==> config.mk <==
export PLATFORM = sky130hd
export DESIGN_NAME = seu_count_readout
export DESIGN_NICKNAME = d
export VERILOG_FILES = /design/src/rtl/seu_count_readout.sv
export SDC_FILE = /design/constraint.sdc
export NUM_CORES = 1
export LEC_CHECK = 0
export CAP_MARGIN = 0
export CORE_MARGIN = 1
export CORE_UTILIZATION = 41
export DETAILED_ROUTE_END_ITERATION = 6
export PLACE_DENSITY_LB_ADDON = 0.15
export RECOVER_POWER = 50
export SLEW_MARGIN = 10
export SYNTH_ARGS = -nofsm -noshare
export SYNTH_HDL_FRONTEND = slang
export SYNTH_SLANG_ARGS = --single-unit
==> constraint.sdc <==
create_clock -name clk -period 3.9 [get_ports clk]
set_input_delay 0.78 -clock clk [delete_from_list [all_inputs] [get_ports clk]]
set_output_delay 0.78 -clock clk [all_outputs]
set_load 0.1 [all_outputs]
==> src/rtl/seu_count_readout.sv <==
// Snapshots an SEU counter on readReq and shifts it out MSB first, one bit per cycle.
// First bit 1 cycle after the request edge; readReq is ignored while a frame is in flight.
module seu_count_readout #(
  parameter int SEUCNTWIDTH   = 8,
  parameter int CLEAR_ON_READ = 1,
  parameter int FRAMECNTWIDTH = 4
) (
  input  logic                     clk,
  input  logic                     rst,
  input  logic [SEUCNTWIDTH-1:0]   seuCount,
  output logic                     seuCountRst,
  input  logic                     readReq,
  output logic                     busy,
  output logic                     sdo,
  output logic                     sdoValid,
  output logic                     sdoLast,
  output logic                     saturated,
  output logic [FRAMECNTWIDTH-1:0] frameCount
);

  localparam int IDXW = (SEUCNTWIDTH > 1) ? $clog2(SEUCNTWIDTH) : 1;
  localparam logic [IDXW-1:0] LAST_IDX = IDXW'(SEUCNTWIDTH - 1);

  typedef enum logic {IDLE, SHIFT} state_t;

  state_t                 state;
  state_t                 state_next;
  logic [SEUCNTWIDTH-1:0] snapshot;
  logic [IDXW-1:0]        index;
  logic [IDXW-1:0]        bit_sel;
  logic                   load;
  logic                   frame_done;

  always_ff @(posedge clk) begin
    if (rst) begin
      state <= IDLE;
    end else begin
      state <= state_next;
    end
  end

  always_comb begin
    state_next = state;
    load       = 1'b0;
    frame_done = 1'b0;
    busy       = 1'b0;
    sdo        = 1'b0;
    sdoValid   = 1'b0;
    sdoLast    = 1'b0;
    bit_sel    = LAST_IDX - index;
    case (state)
      IDLE: begin
        if (readReq) begin
          load       = 1'b1;
          state_next = SHIFT;
        end
      end
      SHIFT: begin
        busy     = 1'b1;
        sdoValid = 1'b1;
        sdo      = snapshot[bit_sel];
        if (index == LAST_IDX) begin
          sdoLast    = 1'b1;
          frame_done = 1'b1;
          state_next = IDLE;
        end
      end
      default: state_next = IDLE;
    endcase
  end

  // Snapshot is frozen for the whole frame, so seuCount may change freely while shifting.
  always_ff @(posedge clk) begin
    if (rst) begin
      snapshot    <= '0;
      index       <= '0;
      seuCountRst <= 1'b0;
      saturated   <= 1'b0;
      frameCount  <= '0;
    end else begin
      seuCountRst <= load && (CLEAR_ON_READ != 0);
      if (load) begin
        snapshot  <= seuCount;
        index     <= '0;
        saturated <= &seuCount;
      end else if (state == SHIFT) begin
        index <= index + IDXW'(1);
      end
      if (frame_done) begin
        frameCount <= frameCount + FRAMECNTWIDTH'(1);
      end
    end
  end

endmodule

Word-level counts from Yosys, hierarchy flattened. Cells that the tools add are included.

Output and inout bits: 10. Input port bits: 11. Register bits after elaboration: 18.

Reduce and logical (&&, ||, !) cells: 2. Muxes and demuxes: 10. Bitwise logic cells: 1. Magnitude comparators: 1. Add/sub/neg operators: 3. Eq/ne operators: 1.

Operator list (count): $mux W1 (8); $reduce_and A8 Y1 (1); $add A4 B1 Y4 const B (1); $lt A3 B4 Y1 const B (1); $add A3 B1 Y3 const B (1); $bmux W1 S3 (1); $eq A3 B3 Y1 const B (1); $sub A3 B3 Y3 const A (1); $pmux W1 S2 (1); $reduce_or A2 Y1 (1); $not A1 Y1 (1).

Longest topological paths before layout. Gate-level depths: netlist of run 1.

Depth in word-level cells: 4. Mapped depth: 6. Mapped depth without buffers: 6.

Worst setup path before layout of run 1. Ideal clock, no wire load.

Path kind: register to output. Start: register state. End: output port sdo. Cell stages (with the launch flop): 4. Slack: -0.493 ns. Required time: 3.120 ns. Arrival: 3.613 ns. Path through: dfxtp_1 buf_6 o31ai_1 a311oi_1.

Longest elaborated chain between the ends: 1.

RTL lines: start: declaration (line 26) `state_t state;`; start signal: assignment (line 38) `state <= state_next;`; $mux W1 (line 51) `case (state)`; end: declaration (line 14) `output logic sdo,`.

No other way between the ends.

Final worst setup path of run 1.
Start: register state. End: output port sdoValid.

Longest elaborated chain between the ends: 1.

RTL lines: $mux W1 (line 51); end: declaration (line 15) `output logic sdoValid,`.

No other way between the ends.

==> results of run 1 <==
==> where the power goes <==
| part | switching (mW) | internal (mW) | leakage (nW) |
|---|---|---|---|
| combinational | 0.0364 | 0.0217 | 0.220 |
| clock | 0.0579 | 0.0570 | 0.0210 |
| sequential | 0.00576 | 0.191 | 0.147 |
==> metal layers <==
| layer | up-vias | part of all wire (%) | global-route usage, % |
|---|---|---|---|
| met2 | 15 | 43 | 22.6 |
| met1 | 289 | 51 | 24.4 |
| met3 | 2 | 5.2 | 7.54 |
| li1 | 339 | - | - |
| met5 | - | 0 | 0 |
| met4 | 0 | 0.82 | 5.45 |
==> state kept, by name, indices dropped and copies added, names as in the netlist <==
register	count
seuCountRst	1
snapshot	8
saturated	1
state	1
index	3
frameCount	4
==> synth_stat cells, types with 2 or more instances <==
| cell | n |
|---|---|
| nand2_1 | 20 |
| dfxtp_1 | 18 |
| mux2i_1 | 2 |
| nand4_1 | 2 |
| nor3b_1 | 2 |
| nor2_1 | 8 |
| or3_1 | 2 |
| ha_1 | 3 |
| nand3_1 | 2 |
| clkbuf_1 | 2 |
| a21oi_1 | 13 |
| inv_1 | 2 |
==> cells by family after synthesis <==
family / synth area share (%)
buffers and inverters: 5.61
AND/OR/NAND/NOR: 23.2
flip-flops: 46.2
multiplexers: 6.89
adder cells (fa/ha/maj): 4.81
XOR/XNOR: 2.24
AO/OA/AOI/OAI: 11.1
==> worst paths after layout <==
path / to / cells after the start
worst min-delay path: snapshot[0] / 2
worst min register to register: snapshot[0] / 2
worst max register to register: frameCount[3] / 5
worst max-delay path: sdoValid / 1
==> metrics by stage <==
stage	util, %	std cells
after global routing	57.4	133
after floorplan	-	90
after CTS	57.4	133
after detailed placement	55.4	129
final	57.4	133
after global placement	55.4	129
==> area by class of cell <==
cell class	instances	area, sq um	area share [%]
multi-input combinational	64	383	37.8
sequential	18	360	35.6
timing repair buffer	20	195	19.3
clock buffer	4	36.3	3.58
tap	25	31.3	3.09
inverter	2	7.51	0.741
==> worst reg2reg max path, stage by stage (launching register included) <==
cell and delay [ps]:
dfxtp_1 440, ha_1 190, ha_1 160, nand2_1 100
or3_1 370, a21oi_1 130
==> layout by cell type (no fill, tap or decap), types with 2 or more instances in the layout <==
cell | netlist | final
nand2_1 | 20 | 20
a21oi_1 | 13 | 13
or3_1 | 2 | 2
nand3_1 | 2 | 2
clkbuf_4 | 0 | 3
dfxtp_1 | 18 | 18
mux2i_1 | 2 | 2
clkdlybuf4s50_1 | 0 | 16
buf_4 | 1 | 2
dlygate4sd3_1 | 0 | 2
ha_1 | 3 | 3
nor2_1 | 8 | 8
inv_1 | 2 | 2
nor3b_1 | 2 | 2
nand4_1 | 2 | 2
==> metrics.csv, run 1 <==
stage,metric,value,unit
critical_path,Required @ worst endpoint,3120,ps
cells_and_area,Synth-to-Final Area Change,29.8,%
pwr,Max IR drop VDD,0.344,mV
clock_network,Longest Clk Path Bufs,2,
grt,first-pass GRT wire length,2410,microns
die,core box area,0.00176,sq mm
routing,vias after detailed routing,645,
cells_and_area,nets@finish,123,
timing,Setup TNS Final,0,ps
timing,Max-slew headroom,35.3,%
timing,clk_skew,3.34,ps
yosys,YS warnings,0,
routing,DRC Markers,0,
pwr,power after layout,0.369,mW
die,FP Rows,15,
routing,"antenna viol nets, final",0,
timing,setup ws final,1080,ps
cells_and_area,fraction of layout cells with a size suffix above 1,9.26,%
routing,1st-pass router iterations,4,
clock_network,clock-pin slew on the worst setup and hold paths,100,ps
clock_network,post-cts sizing count,0,
routing,DR vias/cell,4.85,
cells_and_area,fillers,168,
grt,largest net degree at the start of global routing,19,
clock_network,Post-CTS Setup Inserts,0,
clock_network,clk_lat worst skew,300,ps
critical_path,Worst Setup SP,state,
yosys,cell taking the most area after synthesis,dfxtp_1,
yosys,Cells after Synth,90,
clock_network,CTS Buf Count,3,
pwr,Pleak,0.388,nW
yosys,Netlist cell types,26,
yosys,syn_nets,104,
clock_network,clk root buf,clkbuf_4,
place,Buffers on Ports,20,
pwr,PwrDens,365,mW/mm^2
critical_path,worst r2r src,index[1],
yosys,Synth Cell Area,781,sq um
die,die extent in x,45.6,microns
timing,worst hold margin,462,ps
place,GPL Wtd Cong,0.736,
yosys,synth top area cells,"dfxtp_1 46%, nand2_1 9.6%, a21oi_1 8.3%",
grt,vias in the first global route,526,
flow_run,max-cap viol count,0,
critical_path,CP max stage cell,clkdlybuf4s50_1,
critical_path,CP cell instances,clkdlybuf4s50_1,
routing,DR WL/cell,11.0,microns
timing,Tcrit/Tclk final,72.2,%
timing,slew of the pin with the lowest slew margin,968,ps
place,placed wire-length estimate,1080,microns
yosys,asr flop ratio synth,0,%
routing,Initial DRC Count,7,
yosys,"FF+latch count, synth",18,
critical_path,max incr delay on CP,1210,ps
die,die area,0.00208,sq mm
timing,Slew Limit Fails,0,
clock_network,Max H-tree Level,1,
cells_and_area,# diodes,0,
critical_path,critical path data arrival time,2040,ps
timing,final setup fails,0,
critical_path,Worst R2R Setup Slack,2450,ps
die,die height,45.6,microns
cells_and_area,"Design Area, Final",0.00101,sq mm
yosys,Yosys top cell area share,46.2,%
run_status,outcome,"finished, final reports clean",
grt,antenna violations before repair,0,
critical_path,Startpoint Class,flop,
grt,GR Overflow Total,0,
die,number of I/O pins,21,
timing,FMAX,355,MHz
yosys,"EDFF count, synth",0,
clock_network,hold buffers post-CTS,0,
critical_path,Crit path max-delay family,buffers and inverters,
timing,Final Hold Viols,0,
timing,Final min period,2820,ps
yosys,"Seq/Total Area, Yosys",46.2,%
critical_path,Worst Path Buf+Inv,1,
place,pre-CTS setup slack,1400,ps
routing,Total Wirelength,1460,microns
clock_network,CTS Sinks,18,
clock_network,CTS tree,done,
critical_path,critical path peak fanout,13,
die,Starting Density,44.3,%
grt,GRT Total Usage,17.1,%
critical_path,crit end category,primary output,
min_path,Tightest Hold Check Type,reg -> reg,
timing,RSZ-0062 raised after global routing,no,
place,placed inst area,977,sq um
critical_path,critical path class,reg -> out,
yosys,Syn Area/Cell,8.67,sq um
min_path,hold wc startpoint,snapshot[0],
yosys,Synth Flop Type,dfxtp_1,
No activity file was read; power rests on OpenSTA's default activity.
==> inputs of run 2 (changes only) <==
==> constraint.sdc (replaced) <==
create_clock -name clk -period 2.27 [get_ports clk]
set_input_delay 0.454 -clock clk [delete_from_list [all_inputs] [get_ports clk]]
set_output_delay 0.454 -clock clk [all_outputs]
set_load 0.1 [all_outputs]
==> metrics.csv, run 2 (same netlist as run 1, synthesis figures left out) <==
stage,metric,value,unit,change
critical_path,Required @ worst endpoint,1820,ps,-1300 ps
clock_network,post-cts sizing count,0,,unchanged
critical_path,crit end category,primary output,,
routing,Initial DRC Count,5,,-2
critical_path,Worst Setup SP,index[1],,
clock_network,CTS tree,done,,
place,GPL Wtd Cong,0.771,,+4.7%
cells_and_area,post-layout util,57.5,%,+0.071 points
clock_network,Longest Clk Path Bufs,2,,unchanged
timing,clk_skew,4.30,ps,+0.957 ps
cells_and_area,fillers,186,,+11%
clock_network,clock-pin slew on the worst setup and hold paths,100,ps,about the same
critical_path,critical path class,reg -> out,,
clock_network,clk root buf,clkbuf_4,,
die,die area,0.00208,sq mm,unchanged
grt,GRT Total Usage,15.6,%,-1.5 points
die,number of I/O pins,21,,unchanged
timing,Max-slew headroom,23.2,%,-12 points
timing,final setup fails,0,,unchanged
grt,GR Overflow Total,0,,unchanged
cells_and_area,nets@finish,123,,unchanged
grt,antenna violations before repair,0,,unchanged
place,placed wire-length estimate,1020,microns,-5.1%
routing,DR vias/cell,4.89,,+0.78%
die,core box area,0.00176,sq mm,unchanged
min_path,hold wc startpoint,saturated,,
pwr,Pleak,0.399,nW,+2.8%
clock_network,Post-CTS Setup Inserts,0,,unchanged
cells_and_area,Synth-to-Final Area Change,30.0,%,
timing,FMAX,461,MHz,
flow_run,max-cap viol count,0,,unchanged
timing,Final min period,2170,ps,
cells_and_area,Top Registers,"snapshot (8), frameCount (4), index (3)",,
clock_network,CTS Buf Count,3,,unchanged
pwr,Max IR drop VDD,0.376,mV,+9.3%
timing,RSZ-0062 raised after global routing,no,,
cells_and_area,"Design Area, Final",0.00101,sq mm,+0.12%
critical_path,Crit path max-delay family,multiplexers,,
run_status,outcome,"finished, final reports clean",,
cells_and_area,Reg with most FFs,snapshot,,
die,die height,45.6,microns,unchanged
clock_network,Max H-tree Level,1,,unchanged
pwr,PwrDens,595,mW/mm^2,+63%
critical_path,Worst Path Buf+Inv,1,,unchanged
critical_path,critical path data arrival time,1710,ps,-330 ps
routing,DRC Markers,0,,unchanged
routing,DR WL/cell,10.3,microns,-6.4%
critical_path,CP max stage cell,mux4_2,,
clock_network,hold buffers post-CTS,0,,unchanged
place,placed inst area,997,sq um,+2.0%
grt,vias in the first global route,544,,+3.4%
critical_path,max incr delay on CP,520,ps,-690 ps
routing,Total Wirelength,1370,microns,-6.4%
place,Buffers on Ports,20,,unchanged
routing,"antenna viol nets, final",0,,unchanged
critical_path,worst r2r src,index[1],,
timing,Slew Limit Fails,0,,unchanged
critical_path,Startpoint Class,flop,,
die,die extent in x,45.6,microns,unchanged
timing,Final Hold Viols,0,,unchanged
die,FP Rows,15,,unchanged
min_path,Tightest Hold Check Type,reg -> reg,,
pwr,power after layout,0.603,mW,+63%
routing,1st-pass router iterations,4,,unchanged
cells_and_area,# diodes,0,,unchanged
routing,vias after detailed routing,650,,+0.78%
grt,largest net degree at the start of global routing,19,,unchanged
cells_and_area,most frequent cells in the layout,"20 x nand2_1, 17 x dfxtp_1, 13 x a21oi_1",,
cells_and_area,max reg flops,8,,unchanged
critical_path,CP cell instances,mux4_2 > nor2_1 > a311oi_4 > buf_12,,
timing,slew of the pin with the lowest slew margin,1160,ps,+190 ps
cells_and_area,fraction of layout cells with a size suffix above 1,15.7,%,+6.5 points
timing,Setup TNS Final,0,ps,unchanged
critical_path,critical path peak fanout,5,,-8
cells_and_area,"most common cell after layout, fill and taps aside",nand2_1,,
die,Starting Density,44.3,%,unchanged
timing,Tcrit/Tclk final,95.5,%,
clock_network,CTS Sinks,18,,unchanged
grt,first-pass GRT wire length,2260,microns,-6.0%
clock_network,clk_lat worst skew,290,ps,about the same
## run 2: changes by cell type in the layout (fill, tap and decap cells not counted)
cell | before | now
clkdlybuf4s50_1 | 16 | 8
buf_4 | 2 | 5
buf_12 | 0 | 2
clkbuf_1 | 0 | 2
clkbuf_2 | 0 | 2
a311oi_2 | 1 | 0
a311oi_4 | 0 | 1
clkbuf_8 | 1 | 0
dfxtp_1 | 18 | 17
dfxtp_4 | 0 | 1
## run 2: stage by stage
step,hold WS [ps],setup slack [ps],instances
3_3_place_gp,445,447,129
6_report,461,102,133
4_1_cts,464,77.7,133
3_5_place_dp,450,419,129
2_1_floorplan,433,104,90
5_1_grt,493,1.55,133
## run 2: final cells by class
class / count / area (sq um) / area share (%)
Clock buffer: 4 / 26.3 / 2.59
Tap cell: 25 / 31.3 / 3.08
Inverter: 2 / 7.51 / 0.740
Timing Repair Buffer: 20 / 191 / 18.9
Sequential cell: 18 / 364 / 35.9
Multi-Input combinational cell: 64 / 394 / 38.8
## run 2: worst paths after layout
path	endpoint	slack, ps	cells past startpoint
worst max-delay path	sdo	100	4
worst min-delay path	saturated	460	2
worst max register to register	frameCount[3]	790	5
worst min register to register	saturated	460	2
## run 2: worst register-to-register path: stages, from the launching register on
cell	delay, ps
dfxtp_1	460
ha_1	210
ha_1	170
nand2_1	100
or3_1	350
a21oi_1	130
## run 2: metal layers
layer / part of all wire [%] / track usage, % / wire, microns
met5: 0 / 0 / 0
met4: 2.8 / 10.9 / 38
met3: 3.1 / 2.38 / 43
met2: 40 / 20.9 / 554
met1: 53 / 22.5 / 731
## run 2: power by group
part           leakage, nW  switching (mW)  internal [mW]
clock               0.0150          0.0952         0.0684
combinational        0.236          0.0630         0.0385
sequential           0.147          0.0106          0.328
total                0.399           0.169          0.434
